==> config.mk <==
export PLATFORM = sky130hd
export DESIGN_NAME = change_dispenser_flat
export DESIGN_NICKNAME = d
export VERILOG_FILES = /design/src/rtl/change_dispenser_if.sv /design/src/rtl/change_dispenser.sv /design/src/flat_wrapper.sv
export SDC_FILE = /design/constraint.sdc
export NUM_CORES = 1
export LEC_CHECK = 0
export ABC_AREA = 1
export CAP_MARGIN = 20
export CORE_MARGIN = 3
export CORE_UTILIZATION = 57
export DETAILED_ROUTE_END_ITERATION = 12
export DONT_BUFFER_PORTS = 1
export PLACE_DENSITY = 0.77
export SETUP_SLACK_MARGIN = 0.5
export SYNTH_ARGS = -nofsm -noshare
export SYNTH_HDL_FRONTEND = slang
export SYNTH_SLANG_ARGS = --single-unit
==> constraint.sdc <==
create_clock -name clk -period 2.15 [get_ports clk]
set_input_delay 0.3225 -clock clk [delete_from_list [all_inputs] [get_ports clk]]
set_output_delay 0.3225 -clock clk [all_outputs]
set_load 0.005 [all_outputs]
==> src/rtl/change_dispenser_if.sv <==
// Signal bundle between the vending controller / coin hopper (master) and the
// change dispenser (slave).
interface change_dispenser_if #(
   parameter int AMT_W = 5,
   parameter int INV_W = 6
);
   logic             req;
   logic [AMT_W-1:0] amt;
   logic             ack;
   logic             refill;
   logic [1:0]       refill_sel;
   logic             drop_n;
   logic             drop_d;
   logic             drop_q;
   logic             busy;
   logic             done;
   logic             short;
   logic             fault;
   logic [AMT_W-1:0] remaining;
   logic [INV_W-1:0] inv_q;
   logic [INV_W-1:0] inv_d;
   logic [INV_W-1:0] inv_n;

   modport master (
      output req, amt, ack, refill, refill_sel,
      input  drop_n, drop_d, drop_q, busy, done, short, fault, remaining,
             inv_q, inv_d, inv_n
   );

   modport slave (
      input  req, amt, ack, refill, refill_sel,
      output drop_n, drop_d, drop_q, busy, done, short, fault, remaining,
             inv_q, inv_d, inv_n
   );
endinterface

==> src/rtl/change_dispenser.sv <==
// Greedy change payout: one coin per hopper handshake, largest coin first,
// with per-coin inventory tracking and a hopper-ack timeout.
module change_dispenser #(
   parameter int AMT_W   = 5,
   parameter int INV_W   = 6,
   parameter int INIT_Q  = 8,
   parameter int INIT_D  = 8,
   parameter int INIT_N  = 8,
   parameter int TIMEOUT = 16
) (
   input logic               clk,
   input logic               reset,
   change_dispenser_if.slave bus
);
   typedef enum logic [1:0] {IDLE, SELECT, DROP, FINISH} state_t;

   localparam int CNT_W = (TIMEOUT > 1) ? $clog2(TIMEOUT) : 1;

   // coin index 0/1/2 = nickel/dime/quarter, matching refill_sel encoding
   localparam logic [2:0][AMT_W-1:0] COIN_VAL = {AMT_W'(5), AMT_W'(2), AMT_W'(1)};
   localparam logic [2:0][INV_W-1:0] INV_INIT = {INV_W'(INIT_Q), INV_W'(INIT_D), INV_W'(INIT_N)};
   localparam logic [INV_W-1:0]      INV_MAX  = '1;

   state_t                 state, state_nx;
   logic [CNT_W-1:0]       cnt;
   logic [2:0]             drop;
   logic [2:0]             pick;
   logic [2:0][INV_W-1:0]  inv;
   logic [AMT_W-1:0]       remaining;
   logic [AMT_W-1:0]       drop_val;
   logic                   short_r, fault_r;
   logic                   accept, give, expire, none, paid;

   always_ff @(posedge clk) begin
      if (!reset) state <= IDLE;
      else        state <= state_nx;
   end

   always_comb begin
      state_nx = state;
      pick     = 3'b000;
      accept   = 1'b0;
      give     = 1'b0;
      expire   = 1'b0;
      none     = 1'b0;
      paid     = 1'b0;
      case (state)
         IDLE: begin
            if (bus.req) begin
               accept   = 1'b1;
               state_nx = (bus.amt == '0) ? FINISH : SELECT;
            end
         end
         SELECT: begin
            if (remaining == '0) begin
               paid     = 1'b1;
               state_nx = FINISH;
            end else if (COIN_VAL[2] <= remaining && inv[2] != '0) begin
               pick     = 3'b100;
               state_nx = DROP;
            end else if (COIN_VAL[1] <= remaining && inv[1] != '0) begin
               pick     = 3'b010;
               state_nx = DROP;
            end else if (COIN_VAL[0] <= remaining && inv[0] != '0) begin
               pick     = 3'b001;
               state_nx = DROP;
            end else begin
               none     = 1'b1;
               state_nx = FINISH;
            end
         end
         DROP: begin
            // an ack on the final counted cycle still wins over the timeout
            if (bus.ack) begin
               give     = 1'b1;
               state_nx = SELECT;
            end else if (cnt == CNT_W'(TIMEOUT - 1)) begin
               expire   = 1'b1;
               state_nx = FINISH;
            end
         end
         FINISH:  state_nx = IDLE;
         default: state_nx = IDLE;
      endcase
   end

   always_comb begin
      drop_val = '0;
      for (int i = 0; i < 3; i++)
         if (drop[i]) drop_val = COIN_VAL[i];
   end

   always_ff @(posedge clk) begin
      if (!reset) begin
         drop      <= 3'b000;
         cnt       <= '0;
         remaining <= '0;
         short_r   <= 1'b0;
         fault_r   <= 1'b0;
      end else begin
         if (pick != 3'b000)      drop <= pick;
         else if (give || expire) drop <= 3'b000;

         if (state == DROP && !give && !expire) cnt <= cnt + 1'b1;
         else                                   cnt <= '0;

         if (accept)    remaining <= bus.amt;
         else if (give) remaining <= remaining - drop_val;

         if (accept || paid)      short_r <= 1'b0;
         else if (none || expire) short_r <= 1'b1;

         if (accept)      fault_r <= 1'b0;
         else if (expire) fault_r <= 1'b1;
      end
   end

   for (genvar i = 0; i < 3; i++) begin : g_inv
      logic             inc, dec;
      logic [INV_W-1:0] count;

      assign inc = bus.refill && (bus.refill_sel == 2'(i));
      assign dec = give && drop[i];

      // simultaneous refill and payout of the same coin cancel out
      always_ff @(posedge clk) begin
         if (!reset)                        count <= INV_INIT[i];
         else if (inc && !dec && count != INV_MAX) count <= count + 1'b1;
         else if (dec && !inc)              count <= count - 1'b1;
      end

      assign inv[i] = count;
   end

   assign bus.drop_n    = drop[0];
   assign bus.drop_d    = drop[1];
   assign bus.drop_q    = drop[2];
   assign bus.busy      = (state != IDLE);
   assign bus.done      = (state == FINISH);
   assign bus.short     = short_r;
   assign bus.fault     = fault_r;
   assign bus.remaining = remaining;
   assign bus.inv_n     = inv[0];
   assign bus.inv_d     = inv[1];
   assign bus.inv_q     = inv[2];
endmodule
==> src/flat_wrapper.sv <==
// flat-port wrapper written by rule: the top's interface ports become plain ports
module change_dispenser_flat 
#(
   parameter int AMT_W   = 5,
   parameter int INV_W   = 6,
   parameter int INIT_Q  = 8,
   parameter int INIT_D  = 8,
   parameter int INIT_N  = 8,
   parameter int TIMEOUT = 16
)
  (clk, reset, bus_req, bus_amt, bus_ack, bus_refill, bus_refill_sel, bus_drop_n, bus_drop_d, bus_drop_q, bus_busy, bus_done, bus_short, bus_fault, bus_remaining, bus_inv_q, bus_inv_d, bus_inv_n);
  change_dispenser_if #(.AMT_W(AMT_W), .INV_W(INV_W)) bus_i ();
  input logic clk;
  input logic reset;
  input wire logic [$bits(bus_i.req)-1:0] bus_req;
  input wire logic [$bits(bus_i.amt)-1:0] bus_amt;
  input wire logic [$bits(bus_i.ack)-1:0] bus_ack;
  input wire logic [$bits(bus_i.refill)-1:0] bus_refill;
  input wire logic [$bits(bus_i.refill_sel)-1:0] bus_refill_sel;
  output wire logic [$bits(bus_i.drop_n)-1:0] bus_drop_n;
  output wire logic [$bits(bus_i.drop_d)-1:0] bus_drop_d;
  output wire logic [$bits(bus_i.drop_q)-1:0] bus_drop_q;
  output wire logic [$bits(bus_i.busy)-1:0] bus_busy;
  output wire logic [$bits(bus_i.done)-1:0] bus_done;
  output wire logic [$bits(bus_i.short)-1:0] bus_short;
  output wire logic [$bits(bus_i.fault)-1:0] bus_fault;
  output wire logic [$bits(bus_i.remaining)-1:0] bus_remaining;
  output wire logic [$bits(bus_i.inv_q)-1:0] bus_inv_q;
  output wire logic [$bits(bus_i.inv_d)-1:0] bus_inv_d;
  output wire logic [$bits(bus_i.inv_n)-1:0] bus_inv_n;
  assign bus_i.req = bus_req;
  assign bus_i.amt = bus_amt;
  assign bus_i.ack = bus_ack;
  assign bus_i.refill = bus_refill;
  assign bus_i.refill_sel = bus_refill_sel;
  assign bus_drop_n = bus_i.drop_n;
  assign bus_drop_d = bus_i.drop_d;
  assign bus_drop_q = bus_i.drop_q;
  assign bus_busy = bus_i.busy;
  assign bus_done = bus_i.done;
  assign bus_short = bus_i.short;
  assign bus_fault = bus_i.fault;
  assign bus_remaining = bus_i.remaining;
  assign bus_inv_q = bus_i.inv_q;
  assign bus_inv_d = bus_i.inv_d;
  assign bus_inv_n = bus_i.inv_n;
  change_dispenser #(.AMT_W(AMT_W), .INV_W(INV_W), .INIT_Q(INIT_Q), .INIT_D(INIT_D), .INIT_N(INIT_N), .TIMEOUT(TIMEOUT)) u_core (.clk(clk), .reset(reset), .bus(bus_i));
endmodule
==> results of run 1 <==
==> per-stage QoR <==
step	setup TNS [ns]	std cells	worst slack (ns)
finish	0	424	0.278
global route	0	424	0.180
CTS	0	419	0.329
detailed placement	-0.0231	389	-0.0231
global placement	0	389	0.105
floorplan	0	325	0.178
==> how the worst max path moves through the flow <==
stage                          end           startpoint  slack, ns
3_5_place_dp   u_core.bus.inv_n[5]           bus_refill      -0.02
4_1_cts        u_core.bus.inv_d[5]      u_core.state[0]       0.33
3_3_place_gp   u_core.bus.inv_n[5]           bus_refill       0.11
2_1_floorplan  u_core.bus.inv_n[5]           bus_refill       0.18
5_1_grt        u_core.bus.inv_n[5]  u_core.bus.inv_n[5]       0.18
6_report       u_core.bus.inv_n[5]  u_core.bus.inv_n[5]       0.28
==> report_power, final <==
group	internal, mW	leakage [nW]	total (mW)	switching, mW
Sequential	0.682	0.283	0.742	0.0598
Clock	0.258	0.0482	0.496	0.237
Combinational	0.337	1.09	0.749	0.412
Total	1.28	1.42	1.99	0.709
==> final cells by class <==
class / instances / area [um^2] / share of cell area, %
clock buffers: 7 / 86.3 / 2.69
clock inverters: 1 / 5.00 / 0.156
inverters: 42 / 160 / 4.98
multi-input cells: 247 / 1850 / 57.6
flip-flops and latches: 34 / 703 / 21.9
well taps: 48 / 60.1 / 1.87
repair buffers: 45 / 349 / 10.9
==> sequential cells by signal, summed over array words and instances, names as in the netlist <==
register	count
u_core.bus.inv_d	6
u_core.bus.inv_n	6
u_core.bus.inv_q	6
u_core.bus.remaining	5
u_core.cnt	4
u_core.drop	3
u_core.state	2
u_core.bus.fault	1
u_core.bus.short	1
==> layer usage <==
metal,part of all wire [%],global-route usage [%]
met5,0,0
met4,1.2,6.07
met3,5.5,7.97
met2,51,48.4
met1,42,33.1
==> timing repair <==
item                                    CTS  global route
hold buffers                              0             0
pin swaps                                34            36
resized for setup                        43            33
endpoints found under the setup margin   16            18
setup buffers                            22             5
==> critical path: stages, from the launching register on <==
cell     delay [ns]
dfxtp_4        0.36
nand4_1        0.14
nor2_4         0.06
nor2_4         0.14
nand2_8        0.10
ha_4           0.30
nand2_4        0.05
inv_2          0.04
nand4_1        0.15
nand3_2        0.13
nand2_2        0.08
a21oi_2        0.16
nor2_1         0.06
==> cells by family after synthesis <==
group           Yosys count  synth area share, %
buf+inv                  44                 7.19
compound gates           57                 14.3
simple gates            158                 32.1
xor+xnor                 12                 4.58
flops                    34                 29.6
fa+ha+maj                20                 12.2
==> placed cells by master (no fill, tap or decap), types with 3 or more instances in the layout <==
cell | netlist | layout
nand2_4 | 2 | 6
nand3_4 | 0 | 3
nand3_1 | 25 | 19
a21oi_2 | 0 | 3
buf_6 | 0 | 3
xnor2_2 | 0 | 7
nor2_1 | 41 | 37
dfxtp_1 | 34 | 26
buf_4 | 0 | 42
clkbuf_8 | 0 | 6
inv_1 | 33 | 29
nor2_2 | 1 | 3
fa_2 | 0 | 4
nand2_2 | 4 | 9
o21ai_1 | 14 | 13
nand2_1 | 59 | 49
nor3_1 | 5 | 4
dfxtp_2 | 0 | 3
nand3_2 | 2 | 5
a21oi_1 | 29 | 22
ha_1 | 16 | 6
ha_4 | 0 | 9
a21oi_4 | 0 | 4
xor2_1 | 3 | 3
dfxtp_4 | 0 | 5
nand4_1 | 11 | 11
o21ai_2 | 0 | 3
a31oi_1 | 3 | 3
inv_2 | 7 | 10
==> results.yml, run 1 <==
logic_synthesis:
  yosys.area.top_type_share_pct: 29.6
  synth_top_cell_by_area: "dfxtp_1"
  ys_ff_latch: 34
  synth_nets: 357
  yosysSeqAreaShare_pct: 29.6
  mappedNetlistArea_um2: 2300
  synthFlopType: "dfxtp_1"
  synth_area_leaders: "dfxtp_1 30%, nand2_1 9.6%, ha_1 8.7%"
  yosys-top-cells-count: "59 x nand2_1, 41 x nor2_1, 34 x dfxtp_1, 33 x inv_1, 29 x a21oi_1"
  yosysMostFrequentCell: "nand2_1"
  synth_enable_flop_cells: 0
  ys_types: 35
  yosysWarnings: 0
  async_flop_share_pct: 0
  synthCells: 325
  avgSynthCellArea_um2: 7.07
setup_path:
  worstRegToRegCells: 12
  r2r_end: "u_core.bus.inv_n[5]"
  cp-end-kind: "flip-flop"
  r2r-start: "u_core.bus.inv_n[5]"
  critPathLaunchType: "flip-flop"
  criticalPathCategory: "flip-flop to flip-flop"
  required_ns: 2.33
  r2r_slack_ns: 0.28
  worst_ep_arrival_time_ns: 2.06
  cp_max_fo: 6
sta:
  max-slew-margin-rel_pct: 77.5
  finalHoldViolations: 0
  hold_slack_ns: 0.120
  min_period_over_period_pct: 87.1
  fin_crit_ns: 1.87
  clock-skew-final_ns: 0.00553
  slew_violations: 0
  worst_slew_pin_slew_ns: 0.337
  setup_viol: 0
  fmax_mhz: 534
  rsz0062_at_grt: "yes"
global_route:
  grt_max_degree: 24
  grt_use_total_pct: 27.6
  grt_pass1_wl_mm: 10.9
  grt_pass1_vias: 2311
  grt-ovfl-total: 0
  antenna_found_initial: 0
cts:
  cts.clk_slew.worst_paths_ns: 0.07
  numCtsBuffers: 5
  cts_tree: "yes"
  cts.htree.levels: 2
  root_buffer: "clkbuf_8"
  clkLatencyLatePin_ns: 0.29
  cts.sinks: 34
  clockBufferDepth: 2
finish:
  syn2layout_area_growth_pct: 39.9
  utilization_pct: 85.2
  final_cell_area_um2: 3210
  n_fill_cell: 216
  diodes: 0
  drive_gt1_share_pct: 37.2
  final_nets: 407
flow_run:
  maxCapViolations: 0
power:
  pwr_density_cell_nw_per_um2: 618
  vdd_ir_drop_max_mv: 0.324
  p_leak_nw: 1.42
  power_mw: 1.99
floorplanning:
  die_area_um2: 4830
  core_area_um2: 3770
  initial_core_util_pct: 60.9
  die_h_um: 69.5
  fp.dieW_um: 69.5
  rows: 22
  io_pins: 42
route:
  wl_per_cell_um: 15.4
  route.vias.total: 2390
  drc_errors: 0
  drtAntennaViolNets: 0
  viasPerCell: 5.64
  drt_pass1_iterations: 4
  drt_iter0_markers: 137
  wirelength_mm: 6.55
hold_path:
  min-delay-start: "reset"
  hp-class: "input port to flip-flop"
  hold_end: "u_core.bus.inv_n[3]"
  min_path_cells: 1
placement:
  place_congestion: 0.843
  placed_area_um2: 2630
  hpwlAfterDp_mm: 4.25
  io_buffers: 0
run_status:
  status: "finished clean"
No activity file was read; power rests on OpenSTA's default activity.
==> run 2: changes to the inputs <==
--- a/config.mk
+++ b/config.mk
@@ -8,10 +8,10 @@
 export ABC_AREA = 1
 export CAP_MARGIN = 20
 export CORE_MARGIN = 3
-export CORE_UTILIZATION = 57
+export CORE_UTILIZATION = 63
 export DETAILED_ROUTE_END_ITERATION = 12
 export DONT_BUFFER_PORTS = 1
-export PLACE_DENSITY = 0.77
+export PLACE_DENSITY = 0.81
 export SETUP_SLACK_MARGIN = 0.5
 export SYNTH_ARGS = -nofsm -noshare
 export SYNTH_HDL_FRONTEND = slang
==> constraint.sdc (replaced) <==
create_clock -name clk -period 1.75 [get_ports clk]
set_input_delay 0.2625 -clock clk [delete_from_list [all_inputs] [get_ports clk]]
set_output_delay 0.2625 -clock clk [all_outputs]
set_load 0.005 [all_outputs]
==> run 2 against run 1 <==
Effect of this change: synthesized cell count unchanged; synthesized area is the same; the flow now stops in clock tree synthesis.
==> results.yml, run 2 <==
cts:
  root_buffer: "clkbuf_4"
  cts_resized: 81
  numCtsBuffers: 5
  post_cts_buffers: 15
  cts.htree.levels: 2
  hold_buffers: 1
  clockBufferDepth: 2
  cts.sinks: 34
placement:
  place_ws_ns: -0.286
  place_congestion: 0.863
  io_buffers: 0
  hpwlAfterDp_mm: 4.64
logic_synthesis:
  synthFlopType: "dfxtp_1"
  ys_ff_latch: 34
  synth_nets: 357
  avgSynthCellArea_um2: 7.07
  yosys-top-cells-count: "59 x nand2_1, 41 x nor2_1, 34 x dfxtp_1, 33 x inv_1, 29 x a21oi_1"
  synth_top_cell_by_area: "dfxtp_1"
  synth_enable_flop_cells: 0
  synthCells: 325
  yosysSeqAreaShare_pct: 29.6
  mappedNetlistArea_um2: 2300
  yosysWarnings: 0
  yosys.area.top_type_share_pct: 29.6
  async_flop_share_pct: 0
  yosysMostFrequentCell: "nand2_1"
  synth_area_leaders: "dfxtp_1 30%, nand2_1 9.6%, ha_1 8.7%"
  ys_types: 35
floorplanning:
  io_pins: 42
  rows: 21
  die_h_um: 66.4
  initial_core_util_pct: 67.3
  fp.dieW_um: 66.4
run_status:
  stop_stage: "clock tree synthesis"
  stop_error: "[ERROR DPL-0033] detailed placement checks failed during check placement."
  status: "did not finish"
run 2: cell counts after synthesis:
No cell type changed its count.
run 2: logic make-up after synthesis:
kind of cell | share of synthesized area [%]
buffers and inverters | 7.19
XOR/XNOR | 4.58
AO/OA/AOI/OAI | 14.3
flip-flops | 29.6
adder cells (fa/ha/maj) | 12.2
AND/OR/NAND/NOR | 32.1
run 2: stage by stage:
stage | std cells | cell area [um^2] | TNS [ns] | hold slack (ns)
global placement | 410 | 2850 | -0.581 | 0.343
detailed placement | 410 | 2850 | -1.16 | 0.345
floorplan | 325 | 2490 | -0.395 | 0.418
==> run 3: changes to the inputs <==
--- a/config.mk
+++ b/config.mk
@@ -8,11 +8,10 @@
 export ABC_AREA = 1
 export CAP_MARGIN = 20
 export CORE_MARGIN = 3
-export CORE_UTILIZATION = 63
+export CORE_UTILIZATION = 40
 export DETAILED_ROUTE_END_ITERATION = 12
 export DONT_BUFFER_PORTS = 1
-export PLACE_DENSITY = 0.81
-export SETUP_SLACK_MARGIN = 0.5
+export PLACE_DENSITY_LB_ADDON = 0.15
 export SYNTH_ARGS = -nofsm -noshare
 export SYNTH_HDL_FRONTEND = slang
 export SYNTH_SLANG_ARGS = --single-unit
==> run 3 against run 2 <==
Effect of this change: the flow now finishes, with violations (negative setup slack).
==> results.yml, run 3 (synthesized netlist as in run 1, its figures left out) <==
placement:
  io_buffers: 0
  placed_area_um2: 2860
  hpwlAfterDp_mm: 4.60
  place_congestion: 0.860
setup_path:
  cp-end-kind: "flip-flop"
  cp_max_fo: 6
  criticalPathCategory: "flip-flop to flip-flop"
  worst_ep_arrival_time_ns: 1.97
  critPathLaunchType: "flip-flop"
  r2r-start: "u_core.state[0]"
  required_ns: 1.93
  cp-startpoint: "u_core.state[0]"
global_route:
  grt_pass1_wl_mm: 10.4
  grt_use_total_pct: 20.0
  grt-ovfl-total: 0
  grt_pass1_vias: 2270
  antenna_found_initial: 0
  grt_max_degree: 24
route:
  drt_pass1_iterations: 5
  wl_per_cell_um: 13.8
  drtAntennaViolNets: 0
  drt_iter0_markers: 63
  wirelength_mm: 6.29
  viasPerCell: 5.18
  drc_errors: 0
  route.vias.total: 2362
sta:
  max-slew-margin-rel_pct: 70.4
  hold_slack_ns: 0.0618
  rsz0062_at_grt: "yes"
  setup_ws_ns: -0.0366
  slew_violations: 0
  min_period_over_period_pct: 102
  finalHoldViolations: 0
  fmax_mhz: 560
  setup_viol: 3
  worst_slew_pin_slew_ns: 0.440
  fin_crit_ns: 1.79
  clock-skew-final_ns: 0.00931
floorplanning:
  die_area_um2: 6690
  fp.dieW_um: 81.8
  core_area_um2: 5340
  initial_core_util_pct: 43.1
  die_h_um: 81.8
  io_pins: 42
  rows: 26
hold_path:
  hp-class: "input port to flip-flop"
  min-delay-start: "reset"
cts:
  cts.htree.levels: 2
  cts_tree: "yes"
  cts.clk_slew.worst_paths_ns: 0.07
  numCtsBuffers: 5
  root_buffer: "clkbuf_8"
  clockBufferDepth: 2
  clkLatencyLatePin_ns: 0.29
  cts.sinks: 34
power:
  p_leak_nw: 1.45
  power_mw: 2.42
  pwr_density_cell_nw_per_um2: 734
  vdd_ir_drop_max_mv: 0.395
finish:
  final_nets: 417
  utilization_pct: 61.8
  final_cell_area_um2: 3300
  layout_commonest_cell: "buf_4"
  syn2layout_area_growth_pct: 43.5
  drive_gt1_share_pct: 38.6
  final_cell_mix: "49 x buf_4, 48 x nand2_1, 37 x nor2_1"
  diodes: 0
run_status:
  failed_checks: "negative setup slack"
  status: "finished, violations left"
flow_run:
  maxCapViolations: 0
-- run 3: critical path: stages (launching register included) --
cell and delay (ns):
dfxtp_2 0.33, inv_2 0.05, nand2_4 0.07, nor2_8 0.05, nand2_4 0.08, nand3_4 0.15
ha_4 0.32, a21oi_2 0.06, or2_4 0.25, nand4_1 0.13, nand3_1 0.09, nand2_1 0.07
nor2_1 0.03
-- run 3: final timing paths --
kind / end / cells after the start / slack, ns
worst max-delay path: u_core.bus.inv_q[5] / 12 / -0.04
worst min-delay path: u_core.bus.inv_n[3] / 1 / 0.06
worst max register to register: u_core.bus.inv_q[5] / 12 / -0.04
worst min register to register: u_core.cnt[0] / 1 / 0.44
-- run 3: where the power goes --
part           switching [mW]  leakage, nW  internal [mW]  total [mW]
Combinational           0.500         1.12          0.422       0.922
Sequential             0.0550        0.280          0.838       0.893
Clock                   0.287       0.0482          0.317       0.605
Total                   0.843         1.45           1.58        2.42
-- run 3: what timing repair did --
action	CTS	global route
hold buffers	0	0
pin swaps	33	49
setup buffers	5	0
resized for setup	32	42
endpoints found under the setup margin	9	13
-- run 3: layout make-up --
type                       count  area (um^2)
multi-input combinational    247         1830
clock buffer                   7         86.3
sequential                    34          691
clock inverter                 1         5.00
fill                         484         2040
tap                           70         87.6
inverter                      42          158
timing repair buffer          55          435
-- run 3: metrics by stage --
step / setup WS (ns) / std cells / TNS (ns)
2_1_floorplan: -0.159 / 325 / -0.399
3_3_place_gp: -0.224 / 443 / -1.15
3_5_place_dp: -0.247 / 443 / -1.23
4_1_cts: -0.0590 / 456 / -0.163
5_1_grt: -0.164 / 456 / -0.936
6_report: -0.0366 / 456 / -0.0807
-- run 3: metal layers --
layer	up-vias	GRT usage (%)	part of all wire (%)
li1	1204	-	-
met1	1093	25.6	45
met2	58	31.6	47
met3	7	6.25	6.0
met4	0	6.98	1.4
met5	-	0	0
